## src/rtl/addsub_result_fifo.sv

```systemverilog
// Result-capture FIFO placed after the 4-bit adder/subtractor.
// Each accepted {sum, cout, v} result is tagged with zero/negative flags
// and stored. Entries go to the consumer in order under valid/ready. A
// sticky flag and a saturating counter track results that had v=1.
//
// Ports:
//   clk, rst                         clock, asynchronous active-high reset
//   in_valid/in_ready                upstream handshake
//   in_sum, in_cout, in_v            adder result
//   out_valid/out_ready              downstream handshake
//   out_sum, out_cout, out_v,
//   out_zero, out_neg                head entry (all zero when empty)
//   level                            number of occupied entries, 0..DEPTH
//   ovf_sticky, ovf_count, ovf_clr   overflow tracking and its clear
module addsub_result_fifo #(
   parameter int unsigned DEPTH = 4,
   parameter int unsigned CNT_W = 8
) (
   input  logic                       clk,
   input  logic                       rst,
   input  logic                       in_valid,
   output logic                       in_ready,
   input  logic [3:0]                 in_sum,
   input  logic                       in_cout,
   input  logic                       in_v,
   output logic                       out_valid,
   input  logic                       out_ready,
   output logic [3:0]                 out_sum,
   output logic                       out_cout,
   output logic                       out_v,
   output logic                       out_zero,
   output logic                       out_neg,
   output logic [$clog2(DEPTH):0]     level,
   output logic                       ovf_sticky,
   output logic [CNT_W-1:0]           ovf_count,
   input  logic                       ovf_clr
);

   localparam int unsigned AW = $clog2(DEPTH);
   localparam int unsigned LW = AW + 1;

   typedef struct packed {
      logic       zero;
      logic       neg;
      logic       v;
      logic       cout;
      logic [3:0] sum;
   } entry_t;

   entry_t            mem [DEPTH];
   entry_t            wr_entry;
   entry_t            head;
   logic [AW-1:0]     wr_ptr;
   logic [AW-1:0]     rd_ptr;
   logic [LW-1:0]     level_q;
   logic              push;
   logic              pop;
   logic              ovf_push;

   // Handshake status is derived from occupancy; a full FIFO refuses a push
   // even when a pop happens in the same cycle.
   assign in_ready  = (level_q != LW'(DEPTH));
   assign out_valid = (level_q != LW'(0));
   assign push      = in_valid & in_ready;
   assign pop       = out_valid & out_ready;
   assign ovf_push  = push & in_v;
   assign level     = level_q;

   // Flags are computed once, at push time.
   always_comb begin
      wr_entry      = '0;
      wr_entry.zero = (in_sum == 4'b0000);
      wr_entry.neg  = in_sum[3];
      wr_entry.v    = in_v;
      wr_entry.cout = in_cout;
      wr_entry.sum  = in_sum;
   end

   // Storage needs no reset: contents are only observed while occupied.
   always_ff @(posedge clk) begin
      if (push) begin
         mem[wr_ptr] <= wr_entry;
      end
   end

   // Head entry, forced to zero while empty.
   always_comb begin
      head = '0;
      if (out_valid) begin
         head = mem[rd_ptr];
      end
   end

   assign out_sum  = head.sum;
   assign out_cout = head.cout;
   assign out_v    = head.v;
   assign out_zero = head.zero;
   assign out_neg  = head.neg;

   // Pointers wrap naturally at DEPTH (a power of two).
   always_ff @(posedge clk or posedge rst) begin
      if (rst) begin
         wr_ptr  <= '0;
         rd_ptr  <= '0;
         level_q <= '0;
      end else begin
         if (push) begin
            wr_ptr <= wr_ptr + AW'(1);
         end
         if (pop) begin
            rd_ptr <= rd_ptr + AW'(1);
         end
         if (push && !pop) begin
            level_q <= level_q + LW'(1);
         end else if (pop && !push) begin
            level_q <= level_q - LW'(1);
         end
      end
   end

   // Overflow tracking counts accepted pushes. A clear in the same cycle as
   // an overflowing push leaves that push counted.
   always_ff @(posedge clk or posedge rst) begin
      if (rst) begin
         ovf_sticky <= 1'b0;
         ovf_count  <= '0;
      end else if (ovf_clr) begin
         ovf_sticky <= ovf_push;
         ovf_count  <= CNT_W'(ovf_push);
      end else if (ovf_push) begin
         ovf_sticky <= 1'b1;
         if (ovf_count != {CNT_W{1'b1}}) begin
            ovf_count <= ovf_count + CNT_W'(1);
         end
      end
   end

endmodule

```

## config.mk

```make
export PLATFORM = sky130hd
export DESIGN_NAME = addsub_result_fifo
export DESIGN_NICKNAME = d
export VERILOG_FILES = /design/src/rtl/addsub_result_fifo.sv
export SDC_FILE = /design/constraint.sdc
export NUM_CORES = 1
export LEC_CHECK = 0
export ABC_AREA = 0
export CAP_MARGIN = 30
export CORE_MARGIN = 5
export CORE_UTILIZATION = 56
export CTS_CLUSTER_DIAMETER = 150
export DETAILED_ROUTE_END_ITERATION = 10
export PLACE_DENSITY = 0.83
export SETUP_SLACK_MARGIN = 0.5
export SLEW_MARGIN = 10
export SYNTH_ARGS = -nofsm -noshare
export SYNTH_HDL_FRONTEND = slang
export SYNTH_SLANG_ARGS = --single-unit
```

## constraint.sdc

```tcl
create_clock -name clk -period 5.45 [get_ports clk]
set_input_delay 0.545 -clock clk [delete_from_list [all_inputs] [get_ports clk]]
set_output_delay 0.545 -clock clk [all_outputs]
set_load 0.05 [all_outputs]
```

Yosys cells after proc, flatten, opt, wreduce, memory -nomap -nowiden:

Memories as Yosys holds them, arrays and structs flattened.
Cells that the tools add are included.

* register bits after elaboration: 16
* RAM bits: 32
* input bits: 11
* output and inout bits: 22
* logic and storage cells: 36
* memories: 1

* $add $sub $neg: 5
* equality and inequality tests: 2
* muxes and demuxes: 10
* bitwise operators: 3
* reductions and logical operators: 10

Memory list
* mem: depth 4, bits a word 8, rd ports 1, clocked after memory_dff 0, wr ports 1, RTL line 50 `entry_t mem [DEPTH];`

Operators with widths (number)
* two-way mux 8 bit: 4
* adder 8 x 1 -> 8 bit (second input constant): 1
* inequality test 8 bit (second input constant): 1
* two-way mux 3 bit: 2
* nonzero test 2 bit: 3
* adder 2 x 1 -> 2 bit (second input constant): 2
* zero test 4 bit: 1
* two-way mux 1 bit: 4
* adder 3 x 1 -> 3 bit (second input constant): 1
* AND 1 bit: 3
* inequality test 3 bit (second input constant): 1
* nonzero test 3 bit: 1
* subtractor 3 x 1 -> 3 bit (second input constant): 1
* logical AND 1 bit: 2
* zero test 1 bit: 2
* AND reduction 2 bit: 1

Depth between registers and ports, before layout:

Gate-level depths: netlist of the first run.

* depth in word-level cells: 6
* gate-level depth with buffers: 9
* depth with buffers taken out: 8

Least setup slack after synthesis of the first run:

OpenSTA, ideal clock, no wires.

* kind: reg2out
* from: register level_q[0] (netlist: level[0])
* to: output port out_sum[3]
* arrival time: 2.290 ns
* data required time: 4.905 ns
* setup slack: 2.615 ns
* cell stages (with the launch flop): 5
* buffers on the path: 2
* cell sequence: dfrtp_1 -> or3_1 -> clkbuf_1 -> and2_1 -> buf_4

* word-level cells in the longest chain between the ends: 2

Ends and longest elaborated chain
* start, declared: RTL line 55 `logic [LW-1:0] level_q;`
* start signal, assigned: RTL line 114 `level_q <= level_q + LW'(1);`
* start signal, assigned: RTL line 116 `level_q <= level_q - LW'(1);`
* nonzero test 3 bit: RTL line 63 `assign out_valid = (level_q != LW'(0));`
* via out_valid: RTL line 26 `output logic out_valid,`
* two-way mux 8 bit: RTL line 89 `if (out_valid) begin`
* end, declared: RTL line 28 `output logic [3:0] out_sum,`

The timed path passes the listed nets, and every way through them passes these cells.

Worst setup path after layout of the first run:

* from: register rd_ptr[0]
* to: output port out_neg

* word-level cells in the longest chain between the ends: 2

Ends and longest elaborated chain
* start, declared: RTL line 54 `logic [AW-1:0] rd_ptr;`
* start signal, assigned: RTL line 111 `rd_ptr <= rd_ptr + AW'(1);`
* memory read (4 x 8 bit)
* two-way mux 8 bit: RTL line 89
* end, declared: RTL line 32 `output logic out_neg,`

No other way between the ends.

==> results of run 1 <==
==> stage by stage <==
stage	area (sq um)	setup WS [ns]	power (W)	hold slack [ns]	std cells
after detailed placement	2330	2.81	0.00114	0.516	206
final	2410	2.46	0.00132	0.544	214
after floorplan	2000	2.62	0.000959	0.459	135
after CTS	2410	2.41	0.00134	0.531	214
after global routing	2410	2.31	0.00139	0.561	214
after global placement	2330	2.83	0.00112	0.485	206
==> logic make-up (layout without fill, tap and decap cells) <==
group / after synthesis / count (layout) / share of synthesized area (%)
adders and majority gates: 7 / 7 / 4.76
buffers and inverters: 16 / 49 / 3.82
muxes: 9 / 9 / 9.03
AOI/OAI and AO/OA: 16 / 16 / 5.58
DFF: 44 / 44 / 62.2
and+or+nand+nor: 37 / 37 / 12.0
xor gates and xnor gates: 6 / 6 / 2.63
==> routing by layer <==
layer,vias up,global-route usage (%),share of wire [%]
met5,-,0,0
met4,0,5.32,1.8
met3,8,5.36,5.3
met2,38,28.0,50
met1,604,20.7,43
li1,572,-,-
==> flip-flops by register name, indices dropped and copies added (netlist names) <==
name and flops:
wr_ptr 2, rd_ptr 2, mem 28, ovf_count 8, level 3, ovf_sticky 1
==> synthesized netlist by cell type, types with 3 or more instances <==
cell	number	area [sq um]
nor2_1	3	11.3
xnor2_1	4	35.0
mux4_2	7	158
edfxtp_1	28	841
o41ai_1	3	26.3
o21ai_0	3	15.0
and2_1	8	50.1
a21oi_1	4	20.0
nand3_1	5	25.0
and3_1	5	31.3
inv_1	9	33.8
dfrtp_1	16	400
ha_1	6	75.1
==> area by class of cell <==
class	count	area [sq um]
tap	46	57.6
fill	237	982
sequential	44	1240
timing repair buffer	32	320
multi-input combinational	75	678
clock inverter	2	35.0
inverter	9	33.8
clock buffer	6	41.3
==> power groups by stage <==
stage	clock network, W	logic (W)	registers (W)
final	0.000198	0.000628	0.000497
after global routing	0.000219	0.000664	0.000509
after detailed placement	0	0.000635	0.000507
after floorplan	0	0.000439	0.000520
after global placement	0	0.000617	0.000499
after CTS	0.000203	0.000637	0.000499
==> final timing paths <==
kind,start,end,depth (start not counted)
setup / recovery,rd_ptr[0],out_neg,3
hold / removal,level[2],level[2],1
setup reg to reg,level[0],level[1],6
hold reg to reg,level[2],level[2],1
max in group asynchronous,rst,ovf_count[3],2
min in group asynchronous,rst,ovf_count[0],2
==> flow_summary_export.csv, run 1 <==
group,metric,value,unit
status,status,"complete, no violations",
clock_tree,clk_path_buf_depth,2,
worst_setup_path,cp-start-kind,"flip-flop",
yosys,ys_seq_area_share,62.2,%
yosys,synth_edf_count,28,
power_and_ir_drop,swShare,41.5,%
power_and_ir_drop,vdd_ir_drop_max,0.000253,V
yosys,ys_async_sr_fraction,36.4,%
hold_path,hp-class,"flip-flop to flip-flop",
clock_tree,numCtsBuffers,5,
drt,wl_per_cell,17.6,um
grt,grt_max_degree,17,
clock_tree,cts_sinks,44,
yosys,ys.flop_type,"edfxtp_1",
worst_setup_path,cp_max_fo,9,
worst_setup_path,cp-end-kind,"output port",
power_and_ir_drop,p_leak,0.911,nW
clock_tree,clock_latency,0.36,ns
finish,drive_gt1_share,11.9,%
placed_design,gp_congestion,0.789,
power_and_ir_drop,powerDensity,550,nW/um^2
yosys,syn_inst,135,
power_and_ir_drop,power.share.combinational,47.5,%
clock_tree,clockRootBuffer,"clkbuf_4",
grt,grt_pass1_wl,6370,um
clock_tree,post_cts_buffers,0,
yosys,synth_seq_cells,44,
timing,timing.fmax,335,MHz
worst_setup_path,r2r_slack,3.08,ns
timing,worstMarginPinSlew,0.641,ns
floorplan,pin_count,33,
power_and_ir_drop,p_int,0.000774,W
clock_tree,cts_tree,"yes",
yosys,synth_cell_types,38,
worst_setup_path,worstPathArrival,2.44,ns
drt,drt_iter0_markers,97,
worst_setup_path,critPathBufInv,1,
grt,grt_overflow,0,
finish,final_common_cell,"clkdlybuf4s50_1",
clock_tree,cts_resized,0,
grt,antenna_found_initial,0,
timing,tns,0,ns
finish,antenna_cells,0,
worst_setup_path,crit_path_max_incr_delay,0.69,ns
floorplan,die_y,69.7,um
grt,grt.total_usage,16.7,%
drt,drt_drc_violations_left,0,
floorplan,start_util,58.9,%
power_and_ir_drop,p_sw,0.000549,W
worst_setup_path,path_delay_family,"buffers and inverters",
timing,fin_crit,2.99,ns
finish,final_util,71.0,%
clock_tree,clk_pin_slew,0.12,ns
run,max_cap_viol_count,0,
worst_setup_path,crit_path_cell_trace,"mux4_2 -> and2_1 -> clkdlybuf4s50_1",
worst_setup_path,crit_slowest_cell,"clkdlybuf4s50_1",
worst_setup_path,required,4.91,ns
drt,via_count,1222,
drt,ant_nets,0,
timing,slew_headroom,56.9,%
yosys,netlist_area,2000,sq um
drt,viasPerCell,5.71,
finish,final_cell_mix,"32 x clkdlybuf4s50_1, 28 x edfxtp_1, 16 x dfrtp_1",
power_and_ir_drop,clkPwrFrac,15.0,%
timing,setup_violations,0,
yosys,synth.avg_cell_area,14.8,sq um
clock_tree,cts.hold.buffers_added,0,
yosys,syn_nets,153,
finish,finalNetCount,185,
timing,final_hold_viol_count,0,
finish,syn2layout_area_growth,20.6,%
timing,grt_setup_unrepaired,"no",
worst_setup_path,path_class,"flip-flop to output port",
drt,dr.pass1.iters,4,
timing,fin_crit_sh,54.8,%
placed_design,port_buffers,32,
grt,grt_pass1_vias,1286,
timing,drv_slew,0,
clock_tree,htree_levels,2,
floorplan,die_area,4860,sq um
timing,fin_worst_skew,0.0121,ns
power_and_ir_drop,seq_power_share,37.6,%
drt,routed_wl,3760,um
floorplan,die-width,69.7,um
yosys,yosysWarnings,0,
placed_design,hpwl,2710,um
floorplan,fp.coreArea,3390,sq um
floorplan,rows,21,
No activity file was read; power rests on OpenSTA's default activity.
==> run 2: changes to the inputs <==
--- a/config.mk
+++ b/config.mk
@@ -8,10 +8,10 @@
 export ABC_AREA = 0
 export CAP_MARGIN = 30
 export CORE_MARGIN = 5
-export CORE_UTILIZATION = 56
+export CORE_UTILIZATION = 52
 export CTS_CLUSTER_DIAMETER = 150
 export DETAILED_ROUTE_END_ITERATION = 10
-export PLACE_DENSITY = 0.83
+export PLACE_DENSITY = 0.78
 export SETUP_SLACK_MARGIN = 0.5
 export SLEW_MARGIN = 10
 export SYNTH_ARGS = -nofsm -noshare
==> constraint.sdc (replaced) <==
create_clock -name clk -period 3.05 [get_ports clk]
set_input_delay 0.305 -clock clk [delete_from_list [all_inputs] [get_ports clk]]
set_output_delay 0.305 -clock clk [all_outputs]
set_load 0.05 [all_outputs]
==> flow_summary_export.csv, run 2 (same netlist as run 1, synthesis figures left out) <==
group,metric,value,unit
worst_setup_path,rr_worst_depth,6,
timing,fin_worst_skew,0.00744,ns
grt,grt_pass1_wl,5840,um
finish,drive_gt1_share,12.5,%
worst_setup_path,worstPathArrival,2.55,ns
finish,final_common_cell,"edfxtp_1",
status,status,"complete, no violations",
finish,top_register,"mem",
floorplan,rows,22,
finish,syn2layout_area_growth,22.8,%
floorplan,die_area,5180,sq um
timing,fin_crit_sh,77.7,%
floorplan,start_util,54.1,%
finish,largest_reg_flops,28,
clock_tree,post_cts_buffers,0,
floorplan,fp.coreArea,3690,sq um
grt,grt.total_usage,14.6,%
worst_setup_path,r2r-end,"level[1]",
placed_design,port_buffers,32,
worst_setup_path,r2r_slack,0.68,ns
clock_tree,htree_levels,2,
worst_setup_path,critical_path.startpoint,"level[0]",
power_and_ir_drop,vdd_ir_drop_max,0.000694,V
floorplan,die_y,72.0,um
grt,grt_overflow,0,
clock_tree,clk_path_buf_depth,2,
drt,wl_per_cell,16.1,um
drt,drt_iter0_markers,99,
timing,grt_setup_unrepaired,"no",
finish,finalNetCount,185,
run,max_cap_viol_count,0,
grt,grt_pass1_vias,1222,
placed_design,gp_congestion,0.737,
worst_setup_path,required,3.23,ns
clock_tree,clockRootBuffer,"clkbuf_8",
timing,timing.fmax,422,MHz
clock_tree,clock_latency,0.29,ns
clock_tree,cts.hold.buffers_added,0,
drt,drt_drc_violations_left,0,
clock_tree,cts_tree,"yes",
finish,final_util,66.5,%
worst_setup_path,path_class,"flip-flop to flip-flop",
clock_tree,clk_pin_slew,0.08,ns
grt,antenna_found_initial,0,
drt,via_count,1168,
hold_path,hp-class,"primary input to async pin",
timing,worstMarginPinSlew,0.632,ns
timing,tns,0,ns
floorplan,die-width,72.0,um
worst_setup_path,r2r_start,"level[0]",
finish,nFillCells,275,
timing,final_hold_viol_count,0,
drt,viasPerCell,5.41,
grt,grt_max_degree,17,
power_and_ir_drop,p_leak,0.982,nW
drt,dr.pass1.iters,4,
worst_setup_path,cp-start-kind,"flip-flop",
drt,routed_wl,3480,um
drt,ant_nets,0,
timing,slew_headroom,57.8,%
placed_design,hpwl,2550,um
power_and_ir_drop,powerDensity,980,nW/um^2
floorplan,pin_count,33,
clock_tree,cts_sinks,44,
worst_setup_path,cp-end-kind,"flip-flop",
worst_setup_path,cp_max_fo,8,
finish,antenna_cells,0,
timing,drv_slew,0,
clock_tree,numCtsBuffers,5,
timing,fin_crit,2.37,ns
finish,final_cell_mix,"28 x edfxtp_1, 24 x clkdlybuf4s50_1, 15 x dfrtp_1",
timing,setup_violations,0,
[run 2: how the worst max path moves through the flow]
stage | end | depth (start not counted)
floorplan | level[2] | 9
global placement | out_neg | 3
detailed placement | out_neg | 3
CTS | out_cout | 3
global route | level[2] | 8
finish | level[1] | 6
[run 2: worst max-delay path, cell delays in order, from the launching register on]
cell     delay [ns]
dfrtp_1        0.45
or3b_1         0.54
and2_0         0.27
ha_1           0.25
inv_1          0.07
fa_1           0.40
mux2_2         0.27
[run 2: final cells by class]
cell class / instances / area (sq um) / area share [%]
Sequential cell: 44 / 1240 / 50.7
Timing Repair Buffer: 32 / 329 / 13.4
Clock buffer: 6 / 72.6 / 2.96
Clock inverter: 2 / 35.0 / 1.43
Inverter: 9 / 33.8 / 1.38
Multi-Input combinational cell: 75 / 678 / 27.7
Tap cell: 48 / 60.1 / 2.45
[run 2: stage by stage]
| step | setup slack, ns | area, sq um | hold WS [ns] | std cells | total power (W) |
|---|---|---|---|---|---|
| 3_5_place_dp | 0.627 | 2330 | 0.495 | 208 | 0.00203 |
| 3_3_place_gp | 0.681 | 2330 | 0.486 | 208 | 0.00199 |
| 5_1_grt | 0.588 | 2450 | 0.466 | 216 | 0.00252 |
| 6_report | 0.680 | 2450 | 0.392 | 216 | 0.00240 |
| 2_1_floorplan | 0.502 | 2000 | 0.219 | 135 | 0.00172 |
| 4_1_cts | 0.503 | 2440 | 0.414 | 216 | 0.00243 |
[run 2: repair_timing]
| action | CTS | global route |
|---|---|---|
| pin swaps | 0 | 0 |
| setup endpoints to repair | 8 | 5 |
| gates resized for setup | 4 | 5 |
[run 2: routing by layer]
metal	up-vias	wire, um	GRT usage (%)
li1	566	-	-
met1	565	1480	18.1
met2	32	1760	25.2
met3	5	204	3.60
met4	0	31	4.38
met5	-	0	0
[run 2: report_power, final]
| part | internal [W] | leakage [nW] | switching [W] |
|---|---|---|---|
| combinational | 0.000411 | 0.465 | 0.000670 |
| sequential | 0.000774 | 0.462 | 0.000112 |
| clock | 0.000243 | 0.0552 | 0.000192 |
==> run 3: changes to the inputs <==
--- a/config.mk
+++ b/config.mk
@@ -8,10 +8,10 @@
 export ABC_AREA = 0
 export CAP_MARGIN = 30
 export CORE_MARGIN = 5
-export CORE_UTILIZATION = 52
+export CORE_UTILIZATION = 47
 export CTS_CLUSTER_DIAMETER = 150
 export DETAILED_ROUTE_END_ITERATION = 10
-export PLACE_DENSITY = 0.78
+export PLACE_DENSITY = 0.75
 export SETUP_SLACK_MARGIN = 0.5
 export SLEW_MARGIN = 10
 export SYNTH_ARGS = -nofsm -noshare
==> constraint.sdc (replaced) <==
create_clock -name clk -period 1.99 [get_ports clk]
set_input_delay 0.199 -clock clk [delete_from_list [all_inputs] [get_ports clk]]
set_output_delay 0.199 -clock clk [all_outputs]
set_load 0.05 [all_outputs]
==> flow_summary_export.csv, run 3 (same netlist as run 1, synthesis figures left out) <==
group,metric,value,unit
timing,fin_crit,1.96,ns
worst_setup_path,cp_max_fo,3,
floorplan,start_util,49.2,%
timing,drv_slew,0,
finish,finalNetCount,206,
drt,dr.pass1.iters,4,
grt,grt_pass1_wl,6730,um
clock_tree,cts.hold.buffers_added,0,
clock_tree,clk_path_buf_depth,2,
drt,drt_iter0_markers,68,
power_and_ir_drop,vdd_ir_drop_max,0.000656,V
floorplan,die-width,75.2,um
timing,timing.fmax,511,MHz
timing,worstMarginPinSlew,0.649,ns
clock_tree,numCtsBuffers,5,
finish,syn2layout_area_growth,39.8,%
timing,fin_crit_sh,98.4,%
drt,via_count,1322,
worst_setup_path,path_class,"flip-flop to flip-flop",
power_and_ir_drop,swShare,39.9,%
drt,drt_drc_violations_left,0,
hold_path,hp-class,"primary input to async pin",
finish,final_common_cell,"edfxtp_1",
power_and_ir_drop,p_leak,1.10,nW
grt,grt.total_usage,16.3,%
drt,wl_per_cell,18.3,um
placed_design,hpwl,2870,um
status,status,"complete, no violations",
power_and_ir_drop,p_sw,0.00168,W
grt,antenna_found_initial,0,
grt,grt_pass1_vias,1428,
clock_tree,htree_levels,2,
worst_setup_path,rr_worst_depth,6,
finish,layout.cells.non_filler,239,
placed_design,gp_congestion,0.827,
worst_setup_path,cp-start-kind,"flip-flop",
floorplan,pin_count,33,
timing,setup_violations,0,
worst_setup_path,cp-end-kind,"flip-flop",
timing,slew_headroom,56.7,%
worst_setup_path,r2r_slack,0.03,ns
run,max_cap_viol_count,0,
clock_tree,cts_tree,"yes",
timing,final_hold_viol_count,0,
power_and_ir_drop,p_int,0.00254,W
drt,viasPerCell,5.53,
drt,routed_wl,4370,um
finish,antenna_cells,0,
finish,final_cell_mix,"28 x edfxtp_1, 17 x buf_4, 10 x clkdlybuf4s50_1, 10 x buf_8, 9 x dfrtp_2",
floorplan,fp.coreArea,4060,sq um
clock_tree,clockRootBuffer,"clkbuf_8",
floorplan,rows,23,
finish,largest_reg_flops,28,
grt,grt_max_degree,17,
finish,final_util,68.8,%
clock_tree,clk_pin_slew,0.07,ns
placed_design,dp_cells,218,
floorplan,die_area,5650,sq um
power_and_ir_drop,power.total,0.00422,W
power_and_ir_drop,power.share.combinational,56.5,%
timing,grt_setup_unrepaired,"yes",
clock_tree,clock_latency,0.29,ns
floorplan,die_y,75.2,um
power_and_ir_drop,seq_power_share,31.1,%
power_and_ir_drop,clkPwrFrac,12.4,%
drt,ant_nets,0,
worst_setup_path,required,2.17,ns
finish,top_register,"mem",
worst_setup_path,worstPathArrival,2.13,ns
timing,fin_worst_skew,0.00568,ns
power_and_ir_drop,powerDensity,1510,nW/um^2
clock_tree,cts_sinks,44,
grt,grt_overflow,0,
finish,drive_gt1_share,48.7,%
placed_design,port_buffers,32,
run 3: area by class of cell:
class / instances / area, sq um
Multi-Input combinational cell: 76 / 845
Timing Repair Buffer: 52 / 514
Clock inverter: 3 / 13.8
Inverter: 9 / 33.8
Fill cell: 265 / 1270
Tap cell: 50 / 62.6
Clock buffer: 5 / 68.8
Sequential cell: 44 / 1250
run 3: per-stage QoR:
stage                     setup TNS [ns]  area [sq um]  setup WS (ns)  hold slack [ns]
after CTS                              0          2720         0.0354            0.310
final                                  0          2790         0.0325            0.295
after global placement                 0          2470         0.0564            0.511
after detailed placement         -0.0256          2470        -0.0256            0.519
after floorplan                   -0.472          2110         -0.239            0.112
after global routing             -0.0372          2790        -0.0279            0.370
run 3: per-layer routing:
layer / GRT usage (%) / share of wire [%]
met1: 17.9 / 38
met2: 29.8 / 56
met3: 3.47 / 4.9
met4: 8.16 / 1.1
met5: 0 / 0
run 3: power by group through the flow:
stage | Sequential (W) | Clock, W | Combinational (W)
2_1_floorplan | 0.00144 | 0 | 0.00139
3_3_place_gp | 0.00131 | 0 | 0.00195
3_5_place_dp | 0.00133 | 0 | 0.00200
4_1_cts | 0.00131 | 0.000531 | 0.00226
5_1_grt | 0.00134 | 0.000571 | 0.00250
6_report | 0.00131 | 0.000524 | 0.00238
run 3: timing repair:
action | 4_1_cts | 5_1_grt
setup buffers | 9 | 3
cloned | 1 | 0
pin swaps | 9 | 13
endpoints found under the setup margin | 57 | 55
gates resized for setup | 42 | 22
run 3: path summary, 6_finish.rpt:
kind,startpoint,to
worst min-delay path,rst,ovf_sticky
worst max register to register,level[1],level[1]
max in group asynchronous,rst,ovf_count[4]
worst min register to register,ovf_sticky,ovf_sticky
min in group clk,ovf_sticky,ovf_sticky
worst max-delay path,level[1],level[1]
run 3: critical path, cell delays in order (launching register included):
cell,delay [ns]
dfrtp_2,0.42
or3b_4,0.39
and2_4,0.16
ha_4,0.16
inv_2,0.05
fa_2,0.41
mux2_2,0.26
